<file path="src/rtl/clock_switch_pkg.sv">
// Shared encodings and helpers for the clock select controller.
package clock_switch_pkg;

    localparam int NUM_REQ = 3;

    typedef enum logic [1:0] {
        ST_IDLE   = 2'd0,
        ST_SWITCH = 2'd1,
        ST_HOLD   = 2'd2
    } state_e;

    localparam logic [1:0] SEL_800M  = 2'b00;
    localparam logic [1:0] SEL_500M  = 2'b01;
    localparam logic [1:0] SEL_1000M = 2'b10;
    localparam logic [1:0] SEL_RSVD  = 2'b11;

    // Reduce 0..5 into a requester index 0..2.
    function automatic logic [1:0] wrap3(input logic [2:0] v);
        return (v >= 3'd3) ? 2'(v - 3'd3) : v[1:0];
    endfunction

    function automatic logic [1:0] oh3_to_idx(input logic [2:0] oh);
        return oh[2] ? 2'd2 : (oh[1] ? 2'd1 : 2'd0);
    endfunction

endpackage

</file>
<file path="src/rtl/rr_arb3.sv">
// Three-way round-robin pick: first eligible requester at or after rr_ptr.
module rr_arb3
    import clock_switch_pkg::*;
(
    input  logic [2:0] eligible,
    input  logic [1:0] rr_ptr,
    output logic [2:0] winner,
    output logic       valid
);

    logic [1:0] idx;

    always_comb begin
        winner = '0;
        valid  = 1'b0;
        idx    = '0;
        for (int k = 0; k < 3; k++) begin
            idx = wrap3({1'b0, rr_ptr} + 3'(k));
            if (!valid && eligible[idx]) begin
                winner[idx] = 1'b1;
                valid       = 1'b1;
            end
        end
    end

endmodule

</file>
<file path="src/rtl/clock_sel_ctrl.sv">
// Arbitrated clock-source selector with settle delay before grant.
// Optional forced release of long grants under macro CLK_SEL_TIMEOUT_EN.
module clock_sel_ctrl
    import clock_switch_pkg::*;
#(
    parameter int         SETTLE_CYC = 8,
    parameter int         HOLD_MAX   = 255,
    parameter logic [1:0] RST_SEL    = 2'b00
) (
    input  logic                 clk,
    input  logic                 rst,
    input  logic [NUM_REQ-1:0]   req,
    input  logic [2*NUM_REQ-1:0] req_sel,
    output logic [NUM_REQ-1:0]   gnt,
    output logic [1:0]           clk_sel,
    output logic                 busy,
    output logic                 sel_done,
    output logic                 err,
    output logic                 timeout
);

    state_e             state_q, state_d;
    logic [1:0]         owner_q, owner_d;
    logic [1:0]         rr_ptr_q, rr_ptr_d;
    logic [1:0]         clk_sel_q, clk_sel_d;
    logic [7:0]         cnt_q, cnt_d;
    logic [NUM_REQ-1:0] gnt_q, gnt_d;
    logic               busy_q, busy_d;
    logic               sel_done_q, sel_done_d;
    logic               err_q, err_d;

    logic [NUM_REQ-1:0] rsvd, eligible, win_oh;
    logic               win_vld;
    logic [1:0]         win_idx, win_sel;

`ifdef CLK_SEL_TIMEOUT_EN
    logic [NUM_REQ-1:0] mask_q, mask_d;
    logic [7:0]         hold_cnt_q, hold_cnt_d;
    logic               timeout_q, timeout_d;
`endif

    always_comb begin
        rsvd = '0;
        for (int i = 0; i < NUM_REQ; i++)
            rsvd[i] = (req_sel[2*i +: 2] == SEL_RSVD);
    end

`ifdef CLK_SEL_TIMEOUT_EN
    assign eligible = req & ~rsvd & ~mask_q;
`else
    assign eligible = req & ~rsvd;
`endif

    rr_arb3 u_arb (
        .eligible (eligible),
        .rr_ptr   (rr_ptr_q),
        .winner   (win_oh),
        .valid    (win_vld)
    );

    assign win_idx = oh3_to_idx(win_oh);
    assign win_sel = req_sel[{win_idx, 1'b0} +: 2];

    always_comb begin
        state_d    = state_q;
        owner_d    = owner_q;
        rr_ptr_d   = rr_ptr_q;
        clk_sel_d  = clk_sel_q;
        cnt_d      = cnt_q;
        gnt_d      = gnt_q;
        sel_done_d = 1'b0;
        err_d      = |(req & rsvd);
`ifdef CLK_SEL_TIMEOUT_EN
        mask_d     = mask_q & req;
        hold_cnt_d = '0;
        timeout_d  = 1'b0;
`endif
        case (state_q)
            ST_IDLE: begin
                if (win_vld) begin
                    owner_d = win_idx;
                    if (win_sel != clk_sel_q) begin
                        clk_sel_d = win_sel;
                        cnt_d     = 8'(SETTLE_CYC - 1);
                        state_d   = ST_SWITCH;
                    end else begin
                        gnt_d   = win_oh;
                        state_d = ST_HOLD;
                    end
                end
            end
            ST_SWITCH: begin
                // Settle always runs to completion; a dropped request just skips the grant.
                if (cnt_q == 8'd0) begin
                    sel_done_d = 1'b1;
                    if (req[owner_q]) begin
                        gnt_d   = 3'b001 << owner_q;
                        state_d = ST_HOLD;
                    end else begin
                        state_d = ST_IDLE;
                    end
                end else begin
                    cnt_d = cnt_q - 8'd1;
                end
            end
            ST_HOLD: begin
                if (!req[owner_q]) begin
                    gnt_d    = '0;
                    rr_ptr_d = wrap3({1'b0, owner_q} + 3'd1);
                    state_d  = ST_IDLE;
                end
`ifdef CLK_SEL_TIMEOUT_EN
                else if (hold_cnt_q == 8'(HOLD_MAX - 1)) begin
                    gnt_d           = '0;
                    timeout_d       = 1'b1;
                    mask_d[owner_q] = 1'b1;
                    rr_ptr_d        = wrap3({1'b0, owner_q} + 3'd1);
                    state_d         = ST_IDLE;
                end else begin
                    hold_cnt_d = hold_cnt_q + 8'd1;
                end
`endif
            end
            default: state_d = ST_IDLE;
        endcase
        busy_d = (state_d != ST_IDLE);
    end

    always_ff @(posedge clk) begin
        if (rst) begin
            state_q    <= ST_IDLE;
            owner_q    <= '0;
            rr_ptr_q   <= '0;
            clk_sel_q  <= RST_SEL;
            cnt_q      <= '0;
            gnt_q      <= '0;
            busy_q     <= 1'b0;
            sel_done_q <= 1'b0;
            err_q      <= 1'b0;
        end else begin
            state_q    <= state_d;
            owner_q    <= owner_d;
            rr_ptr_q   <= rr_ptr_d;
            clk_sel_q  <= clk_sel_d;
            cnt_q      <= cnt_d;
            gnt_q      <= gnt_d;
            busy_q     <= busy_d;
            sel_done_q <= sel_done_d;
            err_q      <= err_d;
        end
    end

`ifdef CLK_SEL_TIMEOUT_EN
    always_ff @(posedge clk) begin
        if (rst) begin
            mask_q     <= '0;
            hold_cnt_q <= '0;
            timeout_q  <= 1'b0;
        end else begin
            mask_q     <= mask_d;
            hold_cnt_q <= hold_cnt_d;
            timeout_q  <= timeout_d;
        end
    end
    assign timeout = timeout_q;
`else
    assign timeout = 1'b0;
`endif

    assign gnt      = gnt_q;
    assign clk_sel  = clk_sel_q;
    assign busy     = busy_q;
    assign sel_done = sel_done_q;
    assign err      = err_q;

endmodule

</file>
<file path="config.mk">
export PLATFORM = sky130hd
export DESIGN_NAME = clock_sel_ctrl
export DESIGN_NICKNAME = d
export VERILOG_FILES = /design/src/rtl/clock_switch_pkg.sv /design/src/rtl/rr_arb3.sv /design/src/rtl/clock_sel_ctrl.sv
export SDC_FILE = /design/constraint.sdc
export NUM_CORES = 1
export LEC_CHECK = 0
export ABC_CLOCK_PERIOD_IN_PS = 4200
export CAP_MARGIN = 20
export CORE_AREA = 2 2 91 58
export CTS_BUF_LIST = sky130_fd_sc_hd__clkbuf_2 sky130_fd_sc_hd__clkbuf_4 sky130_fd_sc_hd__clkbuf_8
export DETAILED_ROUTE_END_ITERATION = 8
export DIE_AREA = 0 0 93 60
export SLEW_MARGIN = 20
export SYNTH_ARGS = -nofsm -noshare
export SYNTH_HDL_FRONTEND = slang
export SYNTH_HIERARCHICAL = 1
export SYNTH_SLANG_ARGS = --single-unit
</file>
<file path="constraint.sdc">
create_clock -name clk -period 4.2 [get_ports clk]
set_clock_uncertainty 0.2 [all_clocks]
set_input_delay 0.84 -clock clk [delete_from_list [all_inputs] [get_ports clk]]
set_output_delay 0.84 -clock clk [all_outputs]
set_load 0.05 [all_outputs]
</file>
; After elaboration in Yosys (flattened, before gate mapping)
; Index checks and enable logic that the tools add are counted.
[word_totals]
regBits = 22
output_inout_bits = 9
word_cells = 112
in_bits = 11
[classes]
n_shift = 2
reduce_logical = 19
n_mux = 43
bitwise_logic = 7
n_addsub = 8
eq_ne = 13
order_cmp = 11
[ops]
columns = operator, n
row1 = $mux 3, 8
row2 = $mux 8, 3
row3 = $mux 2, 10
row4 = $pmux 8 s2, 1
row5 = $lt 2x3->1 const B, 4
row6 = $mux 1, 12
row7 = $ne 2x2->1 const B, 6
row8 = $ge 3x2->1 const B, 3
row9 = $pmux 3 s3, 1
row10 = $bmux 1 s2, 4
row11 = $eq 2x2->1 const B, 4
row12 = $logic_not 8->1, 1
row13 = $sub 2x2->2 const B, 4
row14 = $sub 8x1->8 const B, 1
row15 = $add 2x1->3 const B, 2
row16 = $and 3x3->3, 2
row17 = $demux 1 s2, 3
row18 = $ge 2x1->1 const B, 3
row19 = $or 3x3->3, 2
row20 = $pmux 2 s3, 1
row21 = $reduce_and 6->1, 1
row22 = $shiftx 6x4->2, 1
row23 = $logic_and 1x1->1, 5
row24 = $reduce_and 2->1, 2
row25 = 16 further kinds, 19

; Depth between registers and ports, before layout
; Gate-level depths: netlist (run 1).
[logic_depth]
word_depth = 20
mapped_depth = 13
depth_no_buf = 11

; Hierarchy
; The synthesis (run 1) kept the hierarchy.
[by_module_without_submodules]
columns = module, cells_per_inst, instances, area_per_inst_um2, seq_area_each_um2
row1 = clock_sel_ctrl, 182, 1, 1561.5, 440.4
row2 = rr_arb3, 38, 1, 271.5, 0.0

; Worst setup path before layout (run 1)
; OpenSTA, ideal clock, no wires.
[synth_timing]
path_kind = input-to-reg
startpoint = input port req[1]
endpoint = register cnt_q[7]
required_ns = 3.884
cell_stages = 10
setup_time_ns = 0.116
n_path_buf = 0
arrival_time_ns = 3.358
setup_slack_ns = 0.526
path_cell_list = a21boi_0 -> a22oi_1 -> nor2_1 -> or3_1 -> o21ai_0 -> mux2i_2 -> a211oi_2 -> o41ai_2 -> a21boi_1 -> a31o_2
[synth_between]
elab_chain_cells = 16
word_cells_on_any_way = 26
cone_classes = 3 x eq/ne / 1 x shift / 14 x mux / 3 x bitwise / 5 x reduce/logical
[synth_rtl]
columns = item, line_no
row1 = from (decl), clock_sel_ctrl.sv:12  ; input logic [NUM_REQ-1:0] req,
row2 = $and 3x3->3 (*), clock_sel_ctrl.sv:51  ; assign eligible = req & ~rsvd;
row3 = $bmux 1 s2, rr_arb3.sv:19  ; if (!valid && eligible[idx]) begin
row4 = $mux 1 (implied by the code), rr_arb3.sv:19
row5 = $mux 1, rr_arb3.sv:19
row6 = $logic_not 1->1, rr_arb3.sv:19
row7 = $logic_and 1x1->1, rr_arb3.sv:19
row8 = $mux 1, rr_arb3.sv:19
row9 = $logic_not 1->1, rr_arb3.sv:19
row10 = $logic_and 1x1->1, rr_arb3.sv:19
row11 = $mux 3 (*), rr_arb3.sv:19
row12 = named net win_oh[1], clock_sel_ctrl.sv:32  ; logic [NUM_REQ-1:0] rsvd, eligible, win_oh;
row13 = $mux 1 (*), clock_switch_pkg.sv:23  ; return oh[2] ? 2'd2 : (oh[1] ? 2'd1 : 2'd0);
row14 = $mux 2 (*), clock_switch_pkg.sv:23
row15 = $shiftx 6x4->2 (*), clock_sel_ctrl.sv:62  ; assign win_sel = req_sel[{win_idx, 1'b0} +: 2];
row16 = $ne 2x2->1 (*), clock_sel_ctrl.sv:82  ; if (win_sel != clk_sel_q) begin
row17 = $ne 2x2->1 (no line) (*), n/a
row18 = $reduce_and 4->1 (no line) (*), n/a
row19 = to (signal assigned), clock_sel_ctrl.sv:145  ; cnt_q <= cnt_d;
row20 = to (decl), clock_sel_ctrl.sv:26  ; logic [7:0] cnt_q, cnt_d;
; The timed path passes the listed nets; every way through them passes the cells marked *. The select of a mux whose other input is x is not followed.
; A chain may end at the register's enable or synchronous reset.

; Final worst setup path (run 1)
[layout_timing]
startpoint = input port req[0]
endpoint = register cnt_q[7]
[layout_between]
word_cells_on_any_way = 26
cone_classes = 3 x eq/ne / 1 x shift / 14 x mux / 3 x bitwise / 5 x reduce/logical
[layout_rtl]
columns = item, line_no
row1 = $and 3x3->3 (*), clock_sel_ctrl.sv:51
row2 = named net eligible[0], clock_sel_ctrl.sv:32
row3 = $bmux 1 s2, rr_arb3.sv:19
row4 = $mux 1 (implied by the code), rr_arb3.sv:19
row5 = $mux 1, rr_arb3.sv:19
row6 = $logic_not 1->1, rr_arb3.sv:19
row7 = $logic_and 1x1->1, rr_arb3.sv:19
row8 = $mux 1, rr_arb3.sv:19
row9 = $logic_not 1->1, rr_arb3.sv:19
row10 = $logic_and 1x1->1, rr_arb3.sv:19
row11 = $mux 3 (*), rr_arb3.sv:19
row12 = $mux 2 (*), clock_switch_pkg.sv:23
row13 = named net win_idx[1], clock_sel_ctrl.sv:34  ; logic [1:0] win_idx, win_sel;
row14 = $shiftx 6x4->2 (*), clock_sel_ctrl.sv:62
row15 = $ne 2x2->1 (*), clock_sel_ctrl.sv:82
row16 = $ne 2x2->1 (no line) (*), n/a
row17 = $reduce_and 4->1 (no line) (*), n/a
; Marks and branches as above.

==> results of run 1 <==
==> path summary, 6_finish.rpt <==
check | from | endpoint | slack (ns) | cells past startpoint
hold / removal | owner_q[1]$_SDFFE_PP0P_ | owner_q[1]$_SDFFE_PP0P_ | 0.30 | 2
setup reg to reg | rr_ptr_q[0]$_SDFFE_PP0P_ | cnt_q[0]$_SDFFE_PP0P_ | 0.72 | 14
setup / recovery | req[0] | cnt_q[7]$_SDFFE_PP0P_ | 0.25 | 14
hold reg to reg | owner_q[1]$_SDFFE_PP0P_ | owner_q[1]$_SDFFE_PP0P_ | 0.30 | 2
==> through the flow <==
step           cell area (µm²)  power [mW]
3_5_place_dp              2210        1.31
4_1_cts                   2280        1.52
5_1_grt                   2280        1.64
3_3_place_gp              2210        1.31
2_1_floorplan             1830        1.04
6_report                  2280        1.53
==> cell type report <==
type,instances,area (µm²)
Clock buffer,3,41.3
Fill cell,487,2520
Inverter,14,52.6
Sequential cell,22,440
Multi-Input combinational cell,175,1290
Timing Repair Buffer,40,345
Tap cell,66,82.6
Clock inverter,1,30.0
==> sequential cells by signal, indices dropped and copies added, names as in the netlist <==
name / count
owner_q: 2
err: 1
gnt: 3
state_q: 2
rr_ptr_q: 2
sel_done: 1
cnt_q: 8
busy: 1
clk_sel: 2
==> kinds of logic (layout without fill, tap and decap cells) <==
family	count (synthesis)	count (layout)	share of synthesized area, %
buffers and inverters	23	58	5.67
adder cells (fa/ha/maj)	14	14	9.56
AO/OA/AOI/OAI	71	71	29.7
other	1	1	0.205
flip-flops	22	22	24.0
AND/OR/NAND/NOR	80	80	25.5
multiplexers	9	9	5.39
==> layout by cell type, fill, tap and decap left out, types with 2 or more instances in the layout <==
| master | synthesis | layout |
|---|---|---|
| a211o_1 | 3 | 3 |
| a211oi_1 | 2 | 2 |
| a21boi_0 | 3 | 3 |
| a21oi_1 | 15 | 15 |
| a221oi_1 | 2 | 2 |
| a22o_1 | 4 | 4 |
| a31oi_1 | 8 | 8 |
| and2_1 | 5 | 5 |
| and3_1 | 5 | 5 |
| buf_4 | 2 | 22 |
| clkbuf_8 | 0 | 3 |
| clkdlybuf4s50_1 | 0 | 18 |
| dfxtp_1 | 22 | 22 |
| ha_1 | 14 | 14 |
| inv_1 | 14 | 14 |
| mux2_2 | 4 | 4 |
| mux2i_1 | 4 | 4 |
| nand2_1 | 15 | 15 |
| nand2b_1 | 4 | 4 |
| nand3_1 | 6 | 6 |
| nand3b_1 | 3 | 3 |
| nand4_1 | 3 | 3 |
| nor2_1 | 10 | 10 |
| nor2b_1 | 8 | 8 |
| nor3_1 | 5 | 5 |
| nor3b_1 | 5 | 5 |
| o211a_1 | 3 | 3 |
| o211ai_1 | 2 | 2 |
| o21a_1 | 3 | 3 |
| o21ai_0 | 9 | 9 |
| o2bb2ai_1 | 2 | 2 |
==> report_power, final <==
| part | leakage, nW | internal, mW | switching [mW] |
|---|---|---|---|
| combinational | 0.694 | 0.419 | 0.571 |
| clock | 0.0357 | 0.128 | 0.0744 |
| sequential | 0.180 | 0.269 | 0.0674 |
| total | 0.910 | 0.816 | 0.712 |
==> routing by layer <==
layer  track usage (%)  up-vias  share of wire (%)
met1              27.7      799                 57
li1                  -      878                  -
met3              3.03        2                5.8
met5                 0        -                  0
met2              22.8       56                 37
met4              1.89        0               0.20
==> worst min-delay path, stage by stage, from the launching register on <==
cell and delay, ns:
dfxtp_1 0.35, nand2_1 0.06, a21oi_1 0.05
==> summary.md, run 1 <==
| Metric | Value |
|---|---|
| Final min period | `3.95 ns` |
| CP peak stage delay | `around 0.5 ns` |
| Setup Buffers After CTS | `0` |
| Sink Count | `22` |
| Max-Cap Viols | `0` |
| CTS Hold Bufs | `0` |
| Crit-path most repeated cell | `buf_4` |
| Drt wl/cell | `14.1 µm` |
| Non-filler cells in the finished layout | `321` |
| Routed WL | `4540 µm` |
| Leakage | `0.910 nW` |
| Net count after synthesis | `~250` |
| Post-synth EDFFs | `0` |
| Post-synth cell types | `60` |
| CTS tree | `done` |
| Die Y | `about 60 µm` |
| RSZ-0062 raised after global routing | `false` |
| DIE AREA | `0.00558 mm²` |
| Synth Flop Type | `dfxtp_1` |
| Avg Vias per Cell | `5.40` |
| Via count | `around 1700` |
| Final core utilization | `47.5%` |
| Initial antenna violation count | `0` |
| Ys Warns | `6` |
| Post-route clock period utilization | `a little over nine tenths` |
| Area contributors post-synth | `dfxtp_1, ha_1, a21oi_1` |
| Drt pass-1 iters | `4` |
| Kind of critical path | `primary input to flip-flop` |
| Number of diodes | `0` |
| PwrDens | `670 mW/mm²` |
| Pre-CTS WS | `about 0.027 ns` |
| Synth area leader | `dfxtp_1` |
| CP Capture Type | `flip-flop` |
| Final hold slack | `0.305 ns` |
| First-pass GRT wire length | `7410 µm` |
| Vias in the first global route | `1499` |
| Area Growth Syn to Fin | `24.4%` |
| I/O Buffers | `18` |
| Post-Place Cells | `about 320` |
| Share of cells above drive strength 1 | `16.9%` |
| Max Slew Vio Count | `0` |
| Row count | `20` |
| Syn Inst Count | `220` |
| Hold Path Class | `flip-flop to flip-flop` |
| Worst-Margin Slew | `0.668 ns` |
| Detailed-route DRC error count | `0` |
| Longest Clk Path Bufs | `2` |
| Congestion Overflow GR | `0` |
| Critical Path AT | `a little under 4 ns` |
| Startpoint types | `primary input` |
| Fin. Hold Viols | `0` |
| Synth Area per Inst | `8.33 µm²` |
| Global placement routability congestion | `0.891` |
| I/O Pins | `20` |
| Critical path's slowest cell | `a211oi_1` |
| Clock-pin slew on the worst setup and hold paths | `~0.090 ns` |
| VDD IR max | `0.374 mV` |
| Top-area cell type share of the netlist area | `between 20% and 30%` |
| Sum of negative setup slack | `0 ns` |
| Worst path cell trace | `clkdlybuf4s50_1 > a21boi_0 > buf_4 > mux2i_1 > o21ai_0 > a21oi_1 > o21ai_0 > buf_4 > inv_1 > a211oi_1 > o41ai_2 > buf_4 > a21boi_1 > a31o_2` |
| # setup viols final | `0` |
| Die Span X | `93 µm` |
| Dominant cell by count in the synthesized netlist | `dfxtp_1` |
| Initial cell density of the core | `38.2%` |
| Hpwl dp | `3470 µm` |
| H-tree levels | `1` |
| Fmax | `0.253 GHz` |
| Slew Limit Headroom | `55.4%` |
| Pin count of the biggest net entering global routing | `17` |
| Delay-heaviest family, CP | `compound AO/OA/AOI/OAI gates` |
| Tot GR Track Use | `16.9%` |
| Synth top cells by count | `dfxtp_1, a21oi_1, nand2_1, ha_1, inv_1` |
| Netlist Area Pre-Place | `approximately 0.0018 mm²` |
| Async SR Flop Fraction | `0%` |
| Final #Nets | `approximately 280` |
| CP bufs+invs | `5` |
| Outcome | `finished, final reports clean` |
| Worst Path Max Fanout | `7` |
| Critical Path RT | `4.22 ns` |
| Cts bufs inserted | `3` |
| Register area share after synthesis | `24.0%` |
| Setup WS post-layout | `0.252 ns` |
| Starting DRT DRC Count | `128` |
| Final ANT Viol Nets | `0` |
| Core Region | `0.00480 mm²` |
| Post-CTS sizing | `0` |
| Clock latency on the worst-skew pair | `0.27 ns` |
| Clock tree root driver cell | `clkbuf_8` |
| Seq cells post-synth | `22` |
Power figures use the tool's default switching activity.
==> run 2: changes to the inputs <==
Settings changed: ABC_AREA set to 1, ABC_CLOCK_PERIOD_IN_PS 4200 to 4700, CORE_AREA 2 2 91 58 to 2 2 88 56, DIE_AREA 0 0 93 60 to 0 0 90 58.
Clock period 4.2 ns to 4.7 ns, I/O delays scaled along.
==> run 2 against run 1 <==
Compared with the run above:
- global-route usage down 0.43 points
- register-to-register slack better by 1.0 ns
- first-iteration DRC count up 5.5%
- die area down 6.5%
- clock power down 33%
- hold slack worse by 0.041 ns
- flip-flop and latch count unchanged
- total power down 17%
- combinational power down 16%
- critical path depth up 5
- non-clock buffer count down 22
- largest power group unchanged
==> summary.md, run 2 <==
| Metric | Value |
|---|---|
| Outcome | `finished, final reports clean` |
| Core Region | `0.00442 mm²` |
| Simple-gate share of the synthesized area | `44.1%` |
| Leakage | `0.949 nW` |
| Initial cell density of the core | `39.0%` |
| Longest Clk Path Bufs | `2` |
| Multiplexer share of the synthesized area | `0%` |
| Netlist Area Pre-Place | `0.00173 mm²` |
| R2r startpoint | `rr_ptr_q[0]$_SDFFE_PP0P_` |
| Sum of negative setup slack | `0 ns` |
| CTS Hold Bufs | `0` |
| Pin count of the biggest net entering global routing | `13` |
| Starting DRT DRC Count | `135` |
| Net count after synthesis | `301` |
| Placed Area | `0.00197 mm²` |
| Final core utilization | `45.8%` |
| First-pass GRT wire length | `approximately 7000 µm` |
| Post-synth EDFFs | `0` |
| Syn Inst Count | `276` |
| Share of cells above drive strength 1 | `slightly above 7%` |
| Async SR Flop Fraction | `0%` |
| Sink Count | `22` |
| Ys Warns | `6` |
| Max Slew Vio Count | `0` |
| Post-Synth XOR/XNOR Area | `0%` |
| Most common cell after layout, fill and taps aside | `nand2_1` |
| Adder-Cell Fraction of Synth Area | `10.1%` |
| Synth top cells by count | `nand2_1, inv_1, nand3_1, dfxtp_1, nor2_1` |
| Largest family of logic cells by synthesized area | `simple AND/OR/NAND/NOR gates` |
| PwrDens | `624 mW/mm²` |
| Commonest cells after routing, fill and taps aside | `nand2_1, inv_1, nand3_1` |
| Slew Limit Headroom | `54.8%` |
| Initial antenna violation count | `0` |
| Critical Path AT | `3.72 ns` |
| Max-Cap Viols | `0` |
| I/O Buffers | `18` |
| Hold Path Class | `flip-flop to flip-flop` |
| Synth area leader | `dfxtp_1` |
| Top reg by flops | `cnt_q` |
| Routed WL | `4170 µm` |
| Post-synth cell types | `28` |
| Final ANT Viol Nets | `0` |
| Hold path startpoint | `gnt[1]$_SDFFE_PP0P_` |
| # setup viols final | `0` |
| Synth Flop Type | `dfxtp_1` |
| Drt wl/cell | `11.6 µm` |
| Die Y | `58 µm` |
| Hpwl dp | `3370 µm` |
| Area contributors post-synth | `dfxtp_1, nand2_1, nand3_1` |
| Cts bufs inserted | `3` |
| Hold Crit Depth | `2` |
| CTS tree | `done` |
| Worst Path Max Fanout | `5` |
| Setup Buffers After CTS | `0` |
| Congestion Overflow GR | `0` |
| Final Instance Area | `0.00203 mm²` |
| Final #Nets | `321` |
| Top-area cell type share of the netlist area | `between 20% and 30%` |
| Seq cells post-synth | `22` |
| Via count | `approximately 1700` |
| Detailed-route DRC error count | `0` |
| Tot GR Track Use | `16.4%` |
| R2R depth | `20` |
| Fin. Hold Viols | `0` |
| Vias in the first global route | `1422` |
| Fmax | `about 0.26 GHz` |
| Dominant cell by count in the synthesized netlist | `nand2_1` |
| Fillers | `480` |
| Startpoint types | `primary input` |
| Avg Vias per Cell | `between 4 and 5` |
| Clock latency on the worst-skew pair | `0.26 ns` |
| Non-filler cells in the finished layout | `358` |
| Synth Area per Inst | `about 6.3 µm²` |
| H-tree levels | `1` |
| Post-CTS sizing | `0` |
| Register area share after synthesis | `25.5%` |
| Drt pass-1 iters | `4` |
| RSZ-0062 raised after global routing | `false` |
| Setup WS post-layout | `0.911 ns` |
| CP Capture Type | `flip-flop` |
| Area Growth Syn to Fin | `17.3%` |
| Post-route clock period utilization | `80.6%` |
| I/O Pins | `20` |
| Number of diodes | `0` |
| Global placement routability congestion | `roughly 0.90` |
| Row count | `19` |
| DIE AREA | `0.00522 mm²` |
| Pre-CTS WS | `roughly 0.7 ns` |
| Critical Path RT | `4.63 ns` |
| Clock-pin slew on the worst setup and hold paths | `0.08 ns` |
| Kind of critical path | `primary input to flip-flop` |
| Crit path from | `req[2]` |
| Multi-input gate area in the final layout | `0.00109 mm²` |
| Largest register FFs | `8` |
| Post-Place Cells | `roughly 350` |
| Register Area | `440 µm²` |
| Post-synthesis compound-gate area fraction | `8.91%` |
| Final min period | `around 3.8 ns` |
| Worst-Margin Slew | `between 0.6 and 0.7 ns` |
| VDD IR max | `0.301 mV` |
| Die Span X | `90 µm` |
| Clock tree root driver cell | `clkbuf_8` |
run 2: critical path, cell delays in order:
cell and delay [ns]:
clkdlybuf4s50_1 0.53, a21boi_0 0.58, nand2_1 0.11, nand2_1 0.08, nand2_1 0.09, nor2_2 0.14
nand2_1 0.06, nand3_1 0.17, inv_1 0.12, nand2_1 0.07, nand3_1 0.09, nand2_1 0.10
nand2_1 0.07, nand2_2 0.10, nand2_1 0.08, nand2_1 0.13, nand2_1 0.11, nand2_1 0.08
a21oi_1 0.05
run 2: stage by stage:
step	hold slack, ns	power, mW
2_1_floorplan	0.267	0.922
3_3_place_gp	0.255	1.13
3_5_place_dp	0.253	1.12
4_1_cts	0.267	1.26
5_1_grt	0.292	1.38
6_report	0.264	1.26
run 2: path summary, 6_finish.rpt:
check | slack [ns] | end
setup / recovery | 0.91 | gnt[2]$_SDFFE_PP0P_
hold reg to reg | 0.26 | gnt[1]$_SDFFE_PP0P_
setup reg to reg | 1.76 | gnt[2]$_SDFFE_PP0P_
hold / removal | 0.26 | gnt[1]$_SDFFE_PP0P_
run 2: layer usage:
| layer | track usage (%) | vias up | wire, µm |
|---|---|---|---|
| met2 | 20.7 | 59 | 1410 |
| li1 | - | 925 | - |
| met3 | 4.42 | 4 | 341 |
| met5 | 0 | - | 0 |
| met1 | 26.8 | 738 | 2380 |
| met4 | 3.30 | 0 | 40 |
run 2: cell type report:
type                       instances  share of cell area (%)
multi-input combinational        204                    54.0
sequential                        22                    21.7
timing repair buffer              18                    8.89
inverter                          47                    8.71
tap                               63                    3.89
clock buffer                       4                    2.72
run 2: kinds of logic (layout without fill, tap and decap cells):
logic type | after synthesis | after routing
AND/OR/NAND/NOR | 162 | 162
AO/OA/AOI/OAI | 27 | 27
flip-flops | 22 | 22
adder cells (fa/ha/maj) | 14 | 14
other | 1 | 1
buffers and inverters | 50 | 69
run 2: power breakdown:
| group | total (mW) | internal, mW | leakage (nW) | switching, mW |
|---|---|---|---|---|
| Combinational | 0.835 | 0.266 | 0.740 | 0.569 |
| Clock | 0.135 | 0.0747 | 0.0288 | 0.0605 |
| Sequential | 0.295 | 0.247 | 0.181 | 0.0479 |
==> run 3: changes to the inputs <==
Settings changed: ABC_CLOCK_PERIOD_IN_PS 4700 to 3800.
Clock period 4.7 ns to 3.8 ns, I/O delays scaled along.
==> run 3 against run 2 <==
Compared with the run above:
- routed wire length rose by 0.50%
- critical endpoint is now cnt_q[1]$_SDFFE_PP0P_
- highest routed layer unchanged
- largest power group unchanged
- hold slack improved by 0.0061 ns
- clock power rose by 67%
- critical path depth did not move
- via count rose by 0.35%
- count of clock-buffer cells in the layout fell by 1
- register-to-register slack got worse by 0.90 ns
- largest cell class unchanged
- total power rose by 28%
==> summary.md, run 3 (same netlist as run 2, synthesis figures left out) <==
| Metric | Value |
|---|---|
| Longest Clk Path Bufs | `2` |
| Congestion Overflow GR | `0` |
| Area Growth Syn to Fin | `19.6%` |
| Avg Vias per Cell | `4.80` |
| I/O Pins | `20` |
| Drt pass-1 iters | `4` |
| PwrDens | `785 mW/mm²` |
| Clock-pin slew on the worst setup and hold paths | `approximately 0.09 ns` |
| CTS Hold Bufs | `0` |
| Hold Path Class | `flip-flop to flip-flop` |
| Slew Limit Headroom | `66.6%` |
| Hold Crit Depth | `2` |
| Final #Nets | `324` |
| Final min period | `3.44 ns` |
| Die Y | `58 µm` |
| Global placement routability congestion | `0.899` |
| Hpwl dp | `approximately 3300 µm` |
| Multi-input gate area in the final layout | `0.00109 mm²` |
| Routed WL | `4190 µm` |
| DIE AREA | `0.00522 mm²` |
| Number of diodes | `0` |
| Startpoint types | `primary input` |
| Top reg by flops | `cnt_q` |
| Tot GR Track Use | `around 17%` |
| Die Span X | `90 µm` |
| Setup WS post-layout | `0.362 ns` |
| Max-Cap Viols | `0` |
| Fmax | `0.291 GHz` |
| Detailed-route DRC error count | `0` |
| # setup viols final | `0` |
| Sum of negative setup slack | `0 ns` |
| Most common cell after layout, fill and taps aside | `nand2_1` |
| Commonest cells after routing, fill and taps aside | `nand2_1, inv_1, nand3_1` |
| Starting DRT DRC Count | `between 100 and 150` |
| Vias in the first global route | `1465` |
| Final ANT Viol Nets | `0` |
| Largest register FFs | `8` |
| Kind of critical path | `primary input to flip-flop` |
| Sink Count | `22` |
| Initial antenna violation count | `0` |
| Pin count of the biggest net entering global routing | `14` |
| Max Used Layer | `met4` |
| H-tree levels | `1` |
| Register Area | `440 µm²` |
| Row count | `19` |
| Worst-Margin Slew | `0.500 ns` |
| Core Region | `approximately 0.0044 mm²` |
| Via count | `1732` |
| Critical Path RT | `~3.8 ns` |
| Setup Buffers After CTS | `0` |
| Post-route clock period utilization | `90.5%` |
| Fin. Hold Viols | `0` |
| Overall power | `approximately 1.6 mW` |
| Max Slew Vio Count | `0` |
| R2R depth | `20` |
| Critical Path AT | `roughly 3.4 ns` |
| Outcome | `finished, final reports clean` |
| Cts bufs inserted | `3` |
| Pre-CTS WS | `0.138 ns` |
| First-pass GRT wire length | `7180 µm` |
| Clock tree root driver cell | `clkbuf_8` |
| Fillers | `roughly 460` |
| RSZ-0062 raised after global routing | `false` |
| Leakage | `between 0.9 and 1 nW` |
| Initial cell density of the core | `39.0%` |
| Drt wl/cell | `11.6 µm` |
| Met1 WL | `2530 µm` |
| I/O Buffers | `18` |
| Worst Path Max Fanout | `9` |
| Share of cells above drive strength 1 | `8.05%` |
| Post-CTS sizing | `0` |
| VDD IR max | `0.321 mV` |
| Clock latency on the worst-skew pair | `0.27 ns` |
| CP Capture Type | `flip-flop` |
| CTS tree | `done` |
| WL met3 | `186 µm` |
| DR WL met2 | `1450 µm` |
[run 3: critical path, cell delays in order]
cell	delay [ns]
clkdlybuf4s50_1	0.51
a21boi_0	0.42
inv_1	0.12
nand2_1	0.08
nand3_1	0.08
nand2_1	0.12
nand4_1	0.10
nand3_1	0.20
inv_1	0.12
nand2_1	0.07
nand3_1	0.09
nand3_1	0.08
nand2_1	0.05
inv_1	0.13
nand3_4	0.15
nand3_4	0.15
nand2_1	0.07
nand2_1	0.06
nor2_1	0.04
[run 3: layout make-up]
cell class,instances,share of cell area (%)
multi-input combinational,204,53.0
sequential,22,21.3
timing repair buffer,21,9.82
inverter,47,8.55
tap,63,3.82
clock buffer,3,2.00
clock inverter,1,1.45
[run 3: worst paths after layout]
check / start / end / slack (ns)
min: gnt[1]$_SDFFE_PP0P_ / gnt[1]$_SDFFE_PP0P_ / 0.27
max reg2reg: rr_ptr_q[0]$_SDFFE_PP0P_ / cnt_q[1]$_SDFFE_PP0P_ / 0.86
max: req[0] / cnt_q[1]$_SDFFE_PP0P_ / 0.36
min reg2reg: gnt[1]$_SDFFE_PP0P_ / gnt[1]$_SDFFE_PP0P_ / 0.27
[run 3: metal layers]
metal / global-route usage (%) / vias up
met3: 4.29 / 4
met1: 27.5 / 754
met5: 0 / -
li1: - / 931
met4: 3.96 / 0
met2: 21.7 / 43
[run 3: through the flow]
stage / hold WS (ns) / area (µm²) / std cells / utilization [%]
after floorplan: 0.267 / 1730 / 276 / -
after global placement: 0.256 / 1990 / 357 / 45.1
after detailed placement: 0.256 / 1990 / 357 / 45.1
after CTS: 0.272 / 2060 / 361 / 46.7
after global routing: 0.296 / 2060 / 361 / 46.7
final: 0.270 / 2060 / 361 / 46.7
[run 3: power by group]
| part | internal, mW | switching, mW | leakage (nW) |
|---|---|---|---|
| clock | 0.141 | 0.0854 | 0.0357 |
| combinational | 0.331 | 0.700 | 0.755 |
| sequential | 0.305 | 0.0569 | 0.181 |
